## config.mk

```make
export PLATFORM = sky130hd
export DESIGN_NAME = seg7_scan_ctrl
export DESIGN_NICKNAME = d
export VERILOG_FILES = /design/src/rtl/seg7_pkg.sv /design/src/rtl/seg7_scan_tick.sv /design/src/rtl/seg7_scan_ctrl.sv
export SDC_FILE = /design/constraint.sdc
export NUM_CORES = 1
export LEC_CHECK = 0
export ABC_AREA = 1
export BUFFER_PORTS_ARGS = -buffer_cell sky130_fd_sc_hd__buf_2
export CAP_MARGIN = 20
export CORE_ASPECT_RATIO = 1.2
export CORE_MARGIN = 2
export CORE_UTILIZATION = 45
export DETAILED_ROUTE_END_ITERATION = 8
export MAX_ROUTING_LAYER = met4
export PLACE_DENSITY = 0.74
export SETUP_SLACK_MARGIN = 0.1
export SLEW_MARGIN = 40
export SYNTH_ARGS = -nofsm -noshare
export SYNTH_HDL_FRONTEND = slang
export SYNTH_HIERARCHICAL = 1
export SYNTH_SLANG_ARGS = --single-unit
```

## constraint.sdc

```tcl
create_clock -name clk -period 6.2 [get_ports clk]
set_clock_uncertainty 0.15 [all_clocks]
set_input_delay 1.24 -clock clk [delete_from_list [all_inputs] [get_ports clk]]
set_output_delay 1.24 -clock clk [all_outputs]
set_load 0.02 [all_outputs]
```

## src/rtl/seg7_pkg.sv

```systemverilog
// Shared types and the active-low hex-to-7-segment table for the taximeter display scanner.
package seg7_pkg;

    typedef enum logic {
        BLANK = 1'b0,
        ON    = 1'b1
    } state_e;

    localparam logic [6:0] SEG_OFF = 7'b1111111;

    // Segments a..g on bits 6..0, active-low (0 = segment lit).
    function automatic logic [6:0] seg7_decode(input logic [3:0] nibble);
        logic [6:0] seg;
        case (nibble)
            4'h0: seg = 7'b0000001;
            4'h1: seg = 7'b1001111;
            4'h2: seg = 7'b0010010;
            4'h3: seg = 7'b0000110;
            4'h4: seg = 7'b1001100;
            4'h5: seg = 7'b0100100;
            4'h6: seg = 7'b0100000;
            4'h7: seg = 7'b0001111;
            4'h8: seg = 7'b0000000;
            4'h9: seg = 7'b0000100;
            4'hA: seg = 7'b0001000;
            4'hB: seg = 7'b1100000;
            4'hC: seg = 7'b0110001;
            4'hD: seg = 7'b1000010;
            4'hE: seg = 7'b0110000;
            default: seg = 7'b0111000;
        endcase
        return seg;
    endfunction

endpackage

```

## src/rtl/seg7_scan_tick.sv

```systemverilog
// Dwell counter: counts 0..len-1 and pulses tick on the terminal count, then restarts.
module seg7_scan_tick #(
    parameter int CW = 16
) (
    input  logic          clk,
    input  logic          rst_n,
    input  logic [CW-1:0] len,
    output logic          tick
);

    logic [CW-1:0] cnt_q;

    assign tick = (cnt_q == len - CW'(1));

    always_ff @(posedge clk or negedge rst_n) begin
        if (!rst_n) begin
            cnt_q <= '0;
        end else if (tick) begin
            cnt_q <= '0;
        end else begin
            cnt_q <= cnt_q + CW'(1);
        end
    end

endmodule

```

## src/rtl/seg7_scan_ctrl.sv

```systemverilog
// Multi-digit common-anode 7-segment scan controller with frame-boundary commit of staged data.
// Optional build macro SEG7_LEADING_ZERO_BLANK_EN darkens leading zero digits (digit 0 always shown).
module seg7_scan_ctrl
    import seg7_pkg::*;
#(
    parameter int NDIG      = 4,
    parameter int DIV       = 50000,
    parameter int BLANK_CYC = 16
) (
    input  logic                clk,
    input  logic                rst_n,
    input  logic [4*NDIG-1:0]   value_i,
    input  logic [NDIG-1:0]     dp_i,
    input  logic                load_i,
    output logic [NDIG-1:0]     an,
    output logic [6:0]          a_to_g,
    output logic                dp,
    output logic                frame_done,
    output logic                pending
);

    localparam int DMAX = (DIV > BLANK_CYC) ? DIV : BLANK_CYC;
    localparam int CW   = $clog2(DMAX + 1);
    localparam int IW   = $clog2(NDIG);

    state_e                 state_q, state_d;
    logic [IW-1:0]          idx_q, idx_d;
    logic [NDIG-1:0][3:0]   staged_val_q, shadow_val_q;
    logic [NDIG-1:0]        staged_dp_q, shadow_dp_q;
    logic                   pending_q;
    logic [NDIG-1:0]        an_d;
    logic [6:0]             seg_d;
    logic                   dp_d;
    logic [CW-1:0]          dwell_len;
    logic                   tick;
    logic                   wrap;
    logic [NDIG-1:0]        lz_dark;

    assign dwell_len = (state_q == ON) ? CW'(DIV) : CW'(BLANK_CYC);
    assign wrap      = tick && (state_q == ON) && (idx_q == IW'(NDIG - 1));

    seg7_scan_tick #(.CW(CW)) u_tick (
        .clk   (clk),
        .rst_n (rst_n),
        .len   (dwell_len),
        .tick  (tick)
    );

`ifdef SEG7_LEADING_ZERO_BLANK_EN
    // A digit is dark when it and every more significant nibble are zero.
    always_comb begin
        logic run_zero;
        lz_dark  = '0;
        run_zero = 1'b1;
        for (int k = NDIG - 1; k > 0; k--) begin
            run_zero   = run_zero && (shadow_val_q[k] == 4'h0);
            lz_dark[k] = run_zero;
        end
    end
`else
    assign lz_dark = '0;
`endif

    // NOTE: every signal gets a default before the case so no path leaves one unassigned (no latch).
    always_comb begin
        state_d = state_q;
        idx_d   = idx_q;
        an_d    = '1;
        seg_d   = SEG_OFF;
        dp_d    = 1'b1;

        case (state_q)
            BLANK: begin
                if (tick) state_d = ON;
            end
            ON: begin
                if (tick) begin
                    state_d = BLANK;
                    idx_d   = wrap ? '0 : idx_q + IW'(1);
                end
            end
            default: state_d = BLANK;
        endcase

        // Outputs are computed for the state being entered so they register together with it.
        if (state_d == ON && !lz_dark[idx_d]) begin
            an_d[idx_d] = 1'b0;
            seg_d       = seg7_decode(shadow_val_q[idx_d]);
            dp_d        = ~shadow_dp_q[idx_d];
        end
    end

    // NOTE: sequential state uses non-blocking assignments so all registers update from pre-edge values.
    always_ff @(posedge clk or negedge rst_n) begin
        if (!rst_n) begin
            state_q    <= BLANK;
            idx_q      <= '0;
            an         <= '1;
            a_to_g     <= SEG_OFF;
            dp         <= 1'b1;
            frame_done <= 1'b0;
        end else begin
            state_q    <= state_d;
            idx_q      <= idx_d;
            an         <= an_d;
            a_to_g     <= seg_d;
            dp         <= dp_d;
            frame_done <= wrap;
        end
    end

    // A load in the wrap cycle commits the old staged word and keeps the new one pending.
    always_ff @(posedge clk or negedge rst_n) begin
        if (!rst_n) begin
            staged_val_q <= '0;
            staged_dp_q  <= '0;
            shadow_val_q <= '0;
            shadow_dp_q  <= '0;
            pending_q    <= 1'b0;
        end else begin
            if (load_i) begin
                staged_val_q <= value_i;
                staged_dp_q  <= dp_i;
            end
            if (wrap && pending_q) begin
                shadow_val_q <= staged_val_q;
                shadow_dp_q  <= staged_dp_q;
            end
            if (load_i) begin
                pending_q <= 1'b1;
            end else if (wrap) begin
                pending_q <= 1'b0;
            end
        end
    end

    assign pending = pending_q;

endmodule

```

# Word level (Yosys, flattened, before mapping)

Memories as Yosys holds them, arrays and structs flattened.
Index checks and enable logic that the tools add are counted.

Register bits: 73
Memory bits (read-only): 112
Memories: 1

Memory list:

| name             | words | width | read ports | clocked after Yosys merged registers in | write ports | line           | source |
|---|---|---|---|---|---|---|---|
| (name not given) | 16    | 7     | 1          | 0                                       | 0           | seg7_pkg.sv:14 | `case (nibble)` |

Add/sub/neg operators: 3
Magnitude comparators: 2
Equal/unequal tests: 2
Muxes and demuxes: 21
Bitwise logic cells: 3
Reduce and logical (&&, ||, !) cells: 7

Operators by type and width:

| operator                | count |
|---|---|
| $mux W16                | 2 |
| $add A16 B1 Y16 const B | 1 |
| $eq A16 B16 Y1          | 1 |
| $sub A16 B1 Y16 const B | 1 |
| $bmux W4 S2             | 1 |
| $mux W1                 | 8 |
| $mux W4                 | 2 |
| $mux W7                 | 1 |
| $mux W2                 | 3 |
| $logic_and A1 B1 Y1     | 5 |
| $bmux W1 S2             | 2 |
| $not A4 Y4              | 1 |
| $lt A2 B3 Y1 const B    | 1 |
| $add A2 B1 Y2 const B   | 1 |
| $demux W1 S2            | 1 |
| $eq A2 B2 Y1 const B    | 1 |
| $ge A2 B1 Y1 const B    | 1 |
| $not A1 Y1              | 2 |
| $pmux W1 S2             | 1 |
| $reduce_bool A2 Y1      | 1 |
| $logic_not A1 Y1        | 1 |

# Depth between registers and ports, before layout

Gate-level depths: netlist of run 1.

Depth after elaboration: 14
Gate-level depth with buffers: 28
Depth with buffers taken out: 26

# Cells and area by module

The synthesis of run 1 kept the hierarchy.

Modules (own cells, without submodules):

| module         | times used | cells an instance | area an instance (µm²) | sequential area each (µm²) |
|---|---|---|---|---|
| seg7_scan_ctrl | 1          | 304               | 2697.6                 | 1441.4 |
| seg7_scan_tick | 1          | 251               | 1562.7                 | 400.4 |

# Worst setup path before layout of run 1

No wires, ideal clock.

Path type: register -> register
Start: reg state_q
End: reg a_to_g[5]
Data arrival time: 2902 ps
Setup slack: 3071 ps
Cell stages (with the launch flop): 22
Cell sequence: dfrtp_1 > xnor2_1 > inv_1 > nand2_1 > nand3_1 > nor2_1 > nand2_1 > nor2_2 > buf_6 > ha_1 > nand2_1 > nand2_2 > nand2_4 > buf_12 > nand3_1 > nand2_1 > nor2_1 > ha_1 > nand3_1 > nor2_1 > nor2_1 > nand2_1

Longest elaborated chain between the ends: 13
Elaborated cells on any way between the ends: 20
Classes of those cells: add/sub: 1; eq/ne: 1; mux: 12; bitwise: 1; reduce/logical: 4; memory: 1

RTL lines:

| element                                                                | line                  | source |
|---|---|---|
| start, declared                                                        | seg7_scan_ctrl.sv:26  | `state_e state_q, state_d;` |
| start signal, assigned                                                 | seg7_scan_ctrl.sv:103 | `state_q <= state_d;` |
| $mux W16 *                                                             | seg7_scan_ctrl.sv:39  | `assign dwell_len = (state_q == ON) ? CW'(DIV) : CW'(BLANK_CYC);` |
| $sub A16 B1 Y16 *                                                      | seg7_scan_tick.sv:13  | `assign tick = (cnt_q == len - CW'(1));` |
| $eq A16 B16 Y1 *                                                       | seg7_scan_tick.sv:13  |  |
| net tick                                                               | seg7_scan_ctrl.sv:35  | `logic tick;` |
| $logic_and A1 B1 Y1 (2 in a row)                                       | seg7_scan_ctrl.sv:40  | `assign wrap = tick && (state_q == ON) && (idx_q == IW'(NDIG - 1));` |
| $mux W2                                                                | seg7_scan_ctrl.sv:79  | `idx_d = wrap ? '0 : idx_q + IW'(1);` |
| $mux W2 *                                                              | seg7_scan_ctrl.sv:77  | `if (tick) begin` |
| $mux W2 *                                                              | seg7_scan_ctrl.sv:72  | `case (state_q)` |
| net idx_d[0]                                                           | seg7_scan_ctrl.sv:27  | `logic [IW-1:0] idx_q, idx_d;` |
| parallel branches: the longest is 4 deep, another holds $mem_v2 Z16 W7 | n/a                   |  |
| $mux W7 *                                                              | seg7_scan_ctrl.sv:86  | `if (state_d == ON && !lz_dark[idx_d]) begin` |
| net seg_d[5]                                                           | seg7_scan_ctrl.sv:32  | `logic [6:0] seg_d;` |
| end signal, assigned                                                   | seg7_scan_ctrl.sv:106 | `a_to_g <= seg_d;` |
| end, declared                                                          | seg7_scan_ctrl.sv:16  | `output logic [6:0] a_to_g,` |

Mark *: on every way through the listed nets, which the timed path passes. The select of a mux whose other input is x is not followed.
A chain may end at the register's enable or synchronous reset.

# Worst setup path after layout of run 1

Start: reg state_q
End: reg a_to_g[5]

Longest elaborated chain between the ends: 13
Elaborated cells on any way between the ends: 20
Classes of those cells: add/sub: 1; eq/ne: 1; mux: 12; bitwise: 1; reduce/logical: 4; memory: 1

RTL lines:

| element                                                                | line |
|---|---|
| $mux W16 *                                                             | seg7_scan_ctrl.sv:39 |
| $sub A16 B1 Y16 *                                                      | seg7_scan_tick.sv:13 |
| $eq A16 B16 Y1 *                                                       | seg7_scan_tick.sv:13 |
| net tick                                                               | seg7_scan_ctrl.sv:35 |
| parallel branches: the longest is 9 deep, another holds $mem_v2 Z16 W7 | n/a |
| $mux W7 *                                                              | seg7_scan_ctrl.sv:86 |
| net seg_d[5]                                                           | seg7_scan_ctrl.sv:32 |

Marks and branches as above.

==> out/qor.txt, run 1 <==
status: finished, final reports clean
NetSw: 0.317 mW
sequential power share: 0.471
Max Freq: 0.248 GHz
Setup Crit Path Kind: reg2reg
min Tclk post-route: 4040 ps
area of the multi-input gates: 2210 µm²
Longest Clk Path Bufs: 2
synthesis-to-layout area growth: 14.3%
Yosys cell types: 40
# IOs: 37
vias in the first global route: 3382
CTS resizes: 0
Die Y: 111 µm
Clock Sinks: 73
fill cell count: 882
Hold WC Path Type: reg2reg
yosys warns: 6
fin crit share: 0.652
post-synthesis compound-gate area fraction: 0.0558
Logic pwr share: 0.155
count of flip-flops with a built-in enable after synthesis: 0
number of DRC markers in iteration 0: 157
Die Wd: 92.8 µm
Max Slew Vio Count: 0
core area: 9130 µm²
Seq/Total Area, Yosys: 0.432
vias per inst: 4.63
Worst Slack Setup Final: 2160 ps
Clk pwr share: 0.374
Initial Util: 0.467
CTS Buf Count: 9
Worst Setup End Kind: flop
drt wl/cell: 10.8 µm
total grt overflow: 0
Worst setup startpoint: state_q$_DFF_PN0_
Critical Path Source Type: flop
via count: 3453
final wirelength: 8070 µm
Clock Latency Late Sink: 340 ps
Hold-fix buffers, CTS: 0
Post-synth ARST share: 1.00
fin nets: 655
Power Density: 242 nW/µm²
Worst Max-Slew Pin Slew: 747 ps
largest family of logic cells by synthesized area: simple AND/OR/NAND/NOR gates
clock slew at reported path FFs: 70 ps
CP arrival: 4170 ps
ys flop type: dfrtp_1
Synth Area in XOR/XNOR: 0.0511
Syn Inst Count: 555
dpl hpwl: 6220 µm
post-synthesis adder-cell area fraction: 0.0323
Setup violations, final: 0
share of post-route cells with drive strength above 1: 0.168
Total GRT Usage: 0.179
GP Congestion: 0.988
Leak Pwr: 2.38 nW
maximum vdd ir drop: 0.000168 V
Place WS: 2190 ps
Worst Path Max Fanout: 17
Required @ worst endpoint: 6330 ps
Die Area: 10300 µm²
root buf cell: clkbuf_8
Setup TNS Final: 0 ps
Critical R2R Launch: state_q$_DFF_PN0_
syn avg cell area: 7.68 µm²
internal power: 0.859 mW
Mapped Area: 4260 µm²
first-pass GRT wire length: 14600 µm
Post-Synth Simple-Gate Area: 0.347
Fin. Hold Viols: 0
total area of sequential cells: 1840 µm²
CTS tree: done
# diodes: 0
Rel. slew slack: 0.501
Post-CTS Setup Repair Bufs: 0
Detail Route Antenna Nets: 0
pin count of the biggest net entering global routing: 74
Hold Startpoint: shadow_val_q[7]$_DFFE_PN0P_
FP Rows: 38
switch share: 0.270
Detailed Routing Iterations Pass 1: 4
synthesis-stage register bit count: 73
Max Cap Viol: 0
H-tree depth: 3
RSZ-0062 raised after global routing: false
PortBufs: 36
mux contribution to synthesized area: 0
initial antenna violation count: 0
DR DRC count: 0
==> area by class of cell <==
cell class	instances	area share
clock buffers	10	0.0262
clock inverters	6	0.0236
inverters	62	0.0478
multi-input cells	438	0.454
flip-flops and latches	73	0.378
well taps	120	0.0308
repair buffers	37	0.0393
==> kinds of logic (layout without fill, tap and decap cells) <==
| group | count (synthesis) | in the layout |
|---|---|---|
| flops | 73 | 73 |
| xor+xnor | 24 | 24 |
| simple gates | 321 | 321 |
| compound gates | 46 | 46 |
| buf+inv | 78 | 115 |
| fa+ha+maj | 11 | 11 |
| other cells | 2 | 36 |
==> cell usage in the layout, fill, tap and decap left out, types with 2 or more instances in the layout <==
cell / instances
nor2_1: 55
nor2_2: 13
bufinv_16: 3
dfstp_2: 12
xnor2_1: 10
a22oi_1: 2
nand2_4: 2
nand3_2: 4
clkbuf_8: 9
nand2_2: 11
nor2_4: 3
nand2_1: 169
inv_2: 2
nand3_1: 46
nand4_1: 5
o21ai_0: 41
inv_1: 60
xor2_1: 13
conb_1: 36
buf_2: 36
dfrtp_1: 61
ha_1: 11
nand3b_1: 4
==> power by group through the flow <==
stage	Clock, mW	Combinational, mW	Sequential (mW)
after floorplan	0	0.138	0.558
after global placement	0	0.178	0.561
final	0.440	0.182	0.554
after detailed placement	0	0.182	0.563
after global routing	0.475	0.214	0.560
after CTS	0.453	0.183	0.554
==> cells in the mapped netlist, types with 3 or more instances <==
cell      number  share of area
nor2_4         3         0.0079
nor2_1        55          0.048
ha_1          11          0.032
nand3_2        4         0.0094
xnor2_1       10          0.021
dfstp_2       12          0.074
nand4_1        5         0.0073
nand3_1       46          0.054
inv_1         60          0.053
o21ai_0       41          0.048
xor2_1        13          0.027
nand2_1      170           0.15
clkbuf_1       9         0.0079
dfrtp_1       61           0.36
nand2_2       10          0.015
nor2_2        13          0.019
nand3b_1       4         0.0070
==> per-stage QoR <==
| stage | util | cells | hold WS [ps] | total power [mW] | cell area, µm² |
|---|---|---|---|---|---|
| global placement | 0.506 | 730 | 318 | 0.739 | 4620 |
| floorplan | - | 589 | 303 | 0.697 | 4390 |
| global route | 0.533 | 746 | 380 | 1.25 | 4870 |
| CTS | 0.533 | 746 | 346 | 1.19 | 4870 |
| detailed placement | 0.507 | 730 | 328 | 0.745 | 4630 |
| finish | 0.533 | 746 | 346 | 1.18 | 4870 |
==> worst max-delay path, cell delays in order, from the launching register on <==
cell     delay [ps]
dfrtp_1         710
xnor2_1         210
inv_1            60
nand2_1          90
nand3_1          70
nor2_1          100
nand2_1          70
nor2_2          590
ha_1            280
nand2_1         100
nand2_2         250
nand2_4         190
nand3_1         120
nand2_1          60
nor2_1          300
ha_1            310
nand3_1         110
nor2_1           70
nor2_1           90
nand2_1          50
==> path summary, 6_finish.rpt <==
check	cells after the start	end	slack [ps]
worst max-delay path	19	a_to_g[5]$_DFF_PN1_	2160
max in group asynchronous	2	u_tick/cnt_q[9]$_DFF_PN0_	4640
min in group asynchronous	2	shadow_dp_q[2]$_DFFE_PN0P_	830
worst min register to register	2	shadow_val_q[7]$_DFFE_PN0P_	350
worst min-delay path	2	shadow_val_q[7]$_DFFE_PN0P_	350
worst max register to register	19	a_to_g[5]$_DFF_PN1_	2160
==> sequential cells by signal (all words and copies together), names as in the netlist, 2 cells and up <==
signal	cells
shadow_val_q	16
shadow_dp_q	4
idx_q	2
staged_dp_q	4
u_tick/cnt_q	16
an	4
staged_val_q	16
a_to_g	7
==> metal layers <==
metal / vias up / wire (µm) / track usage
met3: 17 / 216 / 0.0334
li1: 1821 / - / -
met2: 62 / 4210 / 0.305
met4: 0 / 183 / 0.0706
met1: 1553 / 3460 / 0.207
met5: - / 0 / -
(Power assumes the default switching activity.)
==> inputs of run 2 (changes only) <==
==> constraint.sdc (replaced) <==
create_clock -name clk -period 4.1 [get_ports clk]
set_clock_uncertainty 0.15 [all_clocks]
set_input_delay 0.82 -clock clk [delete_from_list [all_inputs] [get_ports clk]]
set_output_delay 0.82 -clock clk [all_outputs]
set_load 0.02 [all_outputs]
==> out/qor.txt, run 2 (same netlist as run 1, synthesis figures left out) <==
commonest non-fill, non-tap cell in the layout: nand2_1
Cells after DPL: 732 (+0.27%)
# diodes: 0 (unchanged)
end of the critical path: a_to_g[5]$_DFF_PN1_
Setup Crit Path Kind: reg2reg
Detailed Routing Iterations Pass 1: 4 (unchanged)
share of post-route cells with drive strength above 1: 0.166 (-0.00213)
Power Density: 339 nW/µm² (+40%)
switch share: 0.282 (+0.0127)
Longest Clk Path Bufs: 2 (unchanged)
Detail Route Antenna Nets: 0 (unchanged)
min Tclk post-route: 3490 ps (-548 ps)
Clock Sinks: 73 (unchanged)
Worst Path Max Fanout: 17 (unchanged)
Post-CTS Setup Repair Bufs: 0 (unchanged)
drt wl/cell: 10.7 µm (-0.81%)
Worst R2R Setup Slack: 610 ps (-1550 ps)
final core occ: 0.528 (-0.00576)
cell area after layout: 4820 µm² (-1.1%)
Post-DP Area: 4640 µm² (+0.24%)
CTS tree: done
root buf cell: clkbuf_8
Total GRT Usage: 0.177 (-0.00244)
maximum vdd ir drop: 0.000231 V (+37%)
Worst Setup End Kind: flop
CP arrival: 3610 ps (-560 ps)
core area: 9130 µm² (unchanged)
Max Freq: 0.286 GHz (+16%)
Setup TNS Final: 0 ps (unchanged)
Setup violations, final: 0 (unchanged)
sequential power share: 0.515 (+0.044)
CTS resizes: 0 (unchanged)
Hold Startpoint: shadow_dp_q[3]$_DFFE_PN0P_
total grt overflow: 0 (unchanged)
GP Congestion: 0.935 (-5.4%)
Critical Path Source Type: flop
Rel. slew slack: 0.584 (+0.0829)
Hold-fix buffers, CTS: 0 (unchanged)
Fin Hold WS: 341 ps (-5.48 ps)
# IOs: 37 (unchanged)
Place WS: 657 ps (-1540 ps)
dpl hpwl: 6200 µm (-0.20%)
Fin. Hold Viols: 0 (unchanged)
Max Slew Vio Count: 0 (unchanged)
vias per inst: 4.58 (-1.1%)
final wirelength: 8020 µm (-0.55%)
Clock Latency Late Sink: 330 ps (about the same)
DR DRC count: 0 (unchanged)
Hold WC Path Type: reg2reg
area of the multi-input gates: 2210 µm² (unchanged)
Total Power: 1.63 mW (+39%)
Leak Pwr: 2.36 nW (-0.68%)
Die Y: 111 µm (unchanged)
internal power: 1.17 mW (+36%)
Die Wd: 92.8 µm (unchanged)
clock slew at reported path FFs: 70 ps (about the same)
NetSw: 0.461 mW (+45%)
PortBufs: 36 (unchanged)
total area of sequential cells: 1840 µm² (unchanged)
Worst Max-Slew Pin Slew: 624 ps (-124 ps)
first-pass GRT wire length: 14200 µm (-2.5%)
Initial Util: 0.467 (unchanged)
Max Cap Viol: 0 (unchanged)
Finished Layout Cells: 748 (+0.27%)
number of DRC markers in iteration 0: 180 (+15%)
Regs by FF count: shadow_val_q (16), staged_val_q (16), u_tick/cnt_q (16)
Die Area: 10300 µm² (unchanged)
most frequent cells in the layout: nand2_1 (169), dfrtp_1 (61), inv_1 (60)
via count: 3423 (-0.87%)
FP Rows: 38 (unchanged)
worst reg2reg endpoint: a_to_g[5]$_DFF_PN1_
fill cell count: 903 (+2.4%)
status: finished, final reports clean
synthesis-to-layout area growth: 13.0%
Worst setup startpoint: state_q$_DFF_PN0_
Worst Slack Setup Final: 609 ps (-1550 ps)
Required @ worst endpoint: 4220 ps (-2110 ps)
initial antenna violation count: 0 (unchanged)
r2r worst-path depth: 19 (unchanged)
RSZ-0062 raised after global routing: false
fin crit share: 0.852 (+0.200)
vias in the first global route: 3315 (-2.0%)
CTS Buf Count: 9 (unchanged)
Critical R2R Launch: state_q$_DFF_PN0_
Logic pwr share: 0.170 (+0.015)
pin count of the biggest net entering global routing: 42 (-43%)
Clk pwr share: 0.315 (-0.059)
H-tree depth: 3 (unchanged)
fin nets: 657 (+0.31%)
[run 2: metal layers]
layer | part of all wire | vias up | global-route usage
met3 | 0.029 | 16 | 0.0300
met2 | 0.50 | 60 | 0.274
li1 | - | 1827 | -
met5 | 0 | - | -
met4 | 0.023 | 0 | 0.110
met1 | 0.45 | 1520 | 0.212
[run 2: worst min-delay path by stage]
stage | end | slack [ps] | depth (start not counted)
after floorplan | shadow_val_q[13]$_DFFE_PN0P_ | 300 | 2
after global placement | shadow_dp_q[1]$_DFFE_PN0P_ | 320 | 2
after detailed placement | shadow_dp_q[2]$_DFFE_PN0P_ | 330 | 2
after CTS | u_tick/cnt_q[12]$_DFF_PN0_ | 340 | 1
after global routing | staged_dp_q[2]$_DFFE_PN0P_ | 380 | 1
final | shadow_dp_q[3]$_DFFE_PN0P_ | 340 | 2
[run 2: area by class of cell]
class,count,area share
inverter,62,0.0483
sequential,73,0.382
clock buffer,12,0.0281
tap,120,0.0312
clock inverter,4,0.00909
timing repair buffer,39,0.0421
multi-input combinational,438,0.459
[run 2: power groups by stage]
stage | combinational [mW] | clock, mW | sequential, mW
5_1_grt | 0.327 | 0.568 | 0.851
3_5_place_dp | 0.275 | 0 | 0.853
4_1_cts | 0.277 | 0.538 | 0.840
2_1_floorplan | 0.209 | 0 | 0.844
3_3_place_gp | 0.269 | 0 | 0.849
6_report | 0.278 | 0.514 | 0.840
[run 2: critical path, cell delays in order, from the launching register on]
cell	delay (ps)
dfrtp_1	720
xnor2_1	210
inv_1	60
nand2_1	80
nand3_1	60
nor2_1	100
nand2_1	70
nor2_2	190
ha_1	170
nand2_1	110
nand2_2	260
nand2_4	190
nand3_1	110
nand2_1	60
nor2_1	290
ha_1	300
nand3_1	100
nor2_1	50
nor2_1	80
nand2_1	50
==> inputs of run 3 (changes only) <==
--- a/config.mk
+++ b/config.mk
@@ -13,7 +13,7 @@
 export CORE_UTILIZATION = 45
 export DETAILED_ROUTE_END_ITERATION = 8
 export MAX_ROUTING_LAYER = met4
-export PLACE_DENSITY = 0.74
+export PLACE_DENSITY = 0.76
 export SETUP_SLACK_MARGIN = 0.1
 export SLEW_MARGIN = 40
 export SYNTH_ARGS = -nofsm -noshare
==> constraint.sdc (replaced) <==
create_clock -name clk -period 3.15 [get_ports clk]
set_clock_uncertainty 0.15 [all_clocks]
set_input_delay 0.63 -clock clk [delete_from_list [all_inputs] [get_ports clk]]
set_output_delay 0.63 -clock clk [all_outputs]
set_load 0.02 [all_outputs]
==> out/qor.txt, run 3 (same netlist as run 1, synthesis figures left out) <==
# diodes: 0 (unchanged)
cell area after layout: 5260 µm² (+9.2%)
Fin. Hold Viols: 0 (unchanged)
Worst setup startpoint: u_tick/cnt_q[7]$_DFF_PN0_
vias in the first global route: 3460 (+4.4%)
CP arrival: 3100 ps (-510 ps)
number of DRC markers in iteration 0: 170 (-5.6%)
CP Cell Sequence: xnor2_1 -> xor2_2 -> nand3_1 -> nor2_1 -> nand2_1 -> nor2_4 -> nand2_4 -> nor2_4 -> nand2_8 -> buf_8 -> nand4_1 -> nand2_1 -> nor2_4 -> ha_1 -> inv_1 -> nand3_1 -> nand3_1 -> nand3_1
FP Rows: 38 (unchanged)
Setup Crit Path Kind: reg2reg
Rel. slew slack: 0.634 (+0.0499)
Die Wd: 92.8 µm (unchanged)
# IOs: 37 (unchanged)
Leak Pwr: 2.56 nW (+8.3%)
Worst Setup End Kind: flop
share of post-route cells with drive strength above 1: 0.242 (+0.0767)
Clock Sinks: 73 (unchanged)
Longest Clk Path Bufs: 2 (unchanged)
Initial Util: 0.467 (unchanged)
CTS tree: done
H-tree depth: 3 (unchanged)
internal power: 1.68 mW (+43%)
Setup TNS Final: 0 ps (unchanged)
area of the multi-input gates: 2440 µm² (+10%)
fill cell count: 810 (-10%)
switch share: 0.273 (-0.00959)
clock slew at reported path FFs: 70 ps (about the same)
Clock Latency Late Sink: 350 ps (+20 ps)
Detailed Routing Iterations Pass 1: 4 (unchanged)
synthesis-to-layout area growth: 23.4%
end of the critical path: a_to_g[6]$_DFF_PN1_
Critical R2R Launch: u_tick/cnt_q[7]$_DFF_PN0_
dpl hpwl: 6320 µm (+1.9%)
Worst Path Max Fanout: 6 (-11)
Power Density: 439 nW/µm² (+30%)
Worst Max-Slew Pin Slew: 549 ps (-74.8 ps)
CTS Buf Count: 9 (unchanged)
RSZ-0062 raised after global routing: true
pin count of the biggest net entering global routing: 42 (unchanged)
crit path max-delay cell type: dfrtp_1
Clk pwr share: 0.356 (+0.041)
min Tclk post-route: 2960 ps (-535 ps)
r2r worst-path depth: 18 (-1)
Worst R2R Setup Slack: 190 ps (-420 ps)
Die Area: 10300 µm² (unchanged)
Max Cap Viol: 0 (unchanged)
fin crit share: 0.939 (+0.0871)
fin nets: 677 (+3.0%)
status: finished, final reports clean
core area: 9130 µm² (unchanged)
GP Congestion: 0.967 (+3.5%)
critical path buffer and inverter count: 2 (+1)
NetSw: 0.630 mW (+37%)
CP delay by family, top: simple AND/OR/NAND/NOR gates
PortBufs: 36 (unchanged)
Critical Path Source Type: flop
Detail Route Antenna Nets: 0 (unchanged)
met2 wire length: 4770 µm (+20%)
first-pass GRT wire length: 14800 µm (+4.0%)
initial antenna violation count: 0 (unchanged)
Metal-1 WL: 3750 µm (+3.6%)
worst reg2reg endpoint: a_to_g[6]$_DFF_PN1_
uppermost layer routed: met4
Logic pwr share: 0.176 (+0.006)
drt wl/cell: 11.9 µm (+11%)
most frequent cells in the layout: nand2_1 (163), dfrtp_1 (59), inv_1 (57)
total area of sequential cells: 1840 µm² (+0.14%)
sequential power share: 0.468 (-0.047)
Post-DP Area: 4680 µm² (+1.0%)
Setup violations, final: 0 (unchanged)
root buf cell: clkbuf_8
Hold WC Path Type: in2async
Crit path depth: 18 (-1)
Regs by FF count: shadow_val_q (16), staged_val_q (16), u_tick/cnt_q (16)
DR DRC count: 0 (unchanged)
final wirelength: 9140 µm (+14%)
Total GRT Usage: 0.181 (+0.00477)
Die Y: 111 µm (unchanged)
total grt overflow: 0 (unchanged)
Crit path top cell by count: nand3_1
metal3 WL: 329 µm (+42%)
Required @ worst endpoint: 3290 ps (-930 ps)
vias per inst: 4.72 (+3.2%)
max incr delay on CP: 390 ps (-330 ps)
final core occ: 0.576 (+0.0485)
Max Freq: 0.338 GHz (+18%)
commonest non-fill, non-tap cell in the layout: nand2_1
Max Slew Vio Count: 0 (unchanged)
via count: 3627 (+6.0%)
maximum vdd ir drop: 0.000452 V (+96%)
==> run 3: changes by cell type in the layout (fill, tap and decap cells not counted), sizes merged <==
cell,delta
bufinv,+1
clkinv,-2
nand2,+1
buf,+19
inv,+1
==> run 3: power groups by stage <==
stage          combinational, mW  sequential (mW)  clock (mW)
2_1_floorplan              0.272             1.10           0
3_3_place_gp               0.365             1.10           0
3_5_place_dp               0.372             1.10           0
4_1_cts                    0.377             1.08       0.838
5_1_grt                    0.466             1.09       0.883
6_report                   0.407             1.08       0.822
==> run 3: worst min-delay path by stage <==
stage | startpoint | endpoint | cells after the start
floorplan | rst_n | frame_done$_DFF_PN0_ | 0
detailed placement | shadow_dp_q[0]$_DFFE_PN0P_ | shadow_dp_q[0]$_DFFE_PN0P_ | 2
CTS | rst_n | staged_dp_q[2]$_DFFE_PN0P_ | 1
global placement | shadow_dp_q[1]$_DFFE_PN0P_ | shadow_dp_q[1]$_DFFE_PN0P_ | 2
global route | rst_n | shadow_dp_q[1]$_DFFE_PN0P_ | 1
finish | rst_n | shadow_dp_q[3]$_DFFE_PN0P_ | 1
==> run 3: what timing repair did <==
item / 4_1_cts / 5_1_grt
pin swaps: 0 / 23
gates cloned: 0 / 1
buffers inserted: 0 / 13
gates resized for setup: 1 / 49
endpoints found under the setup margin: 4 / 7
hold buffers: 0 / 0
==> run 3: area by class of cell <==
class                      instances  area share
clock buffer                      12      0.0295
clock inverter                     4      0.0140
inverter                          62      0.0447
multi-input combinational        439       0.464
sequential                        73       0.351
tap                              120      0.0286
timing repair buffer              58      0.0683
==> run 3: per-layer routing <==
metal / GRT usage / vias to the layer above
li1: - / 1867
met1: 0.208 / 1666
met2: 0.303 / 74
met3: 0.0375 / 20
met4: 0.0824 / 0
met5: - / -
==> run 3: metrics by stage <==
stage                     total power [mW]  std cells  worst slack (ps)  hold slack [ps]
after floorplan                       1.37        589               125              184
after global placement                1.46        738               189              324
after detailed placement              1.47        738              91.6              329
after CTS                             2.30        754               112              235
after global routing                  2.44        768             -12.8              103
final                                 2.31        768               193             79.0
==> run 3: worst register-to-register path: stages (launching register included) <==
cell and delay (ps):
dfrtp_1 390, xnor2_1 290, xor2_2 180, nand3_1 90, nor2_1 90, nand2_1 90
nor2_4 230, nand2_4 110, nor2_4 180, nand2_8 100, buf_8 140, nand4_1 80
nand2_1 100, nor2_4 170, ha_1 220, inv_1 60, nand3_1 70, nand3_1 80
nand3_1 100
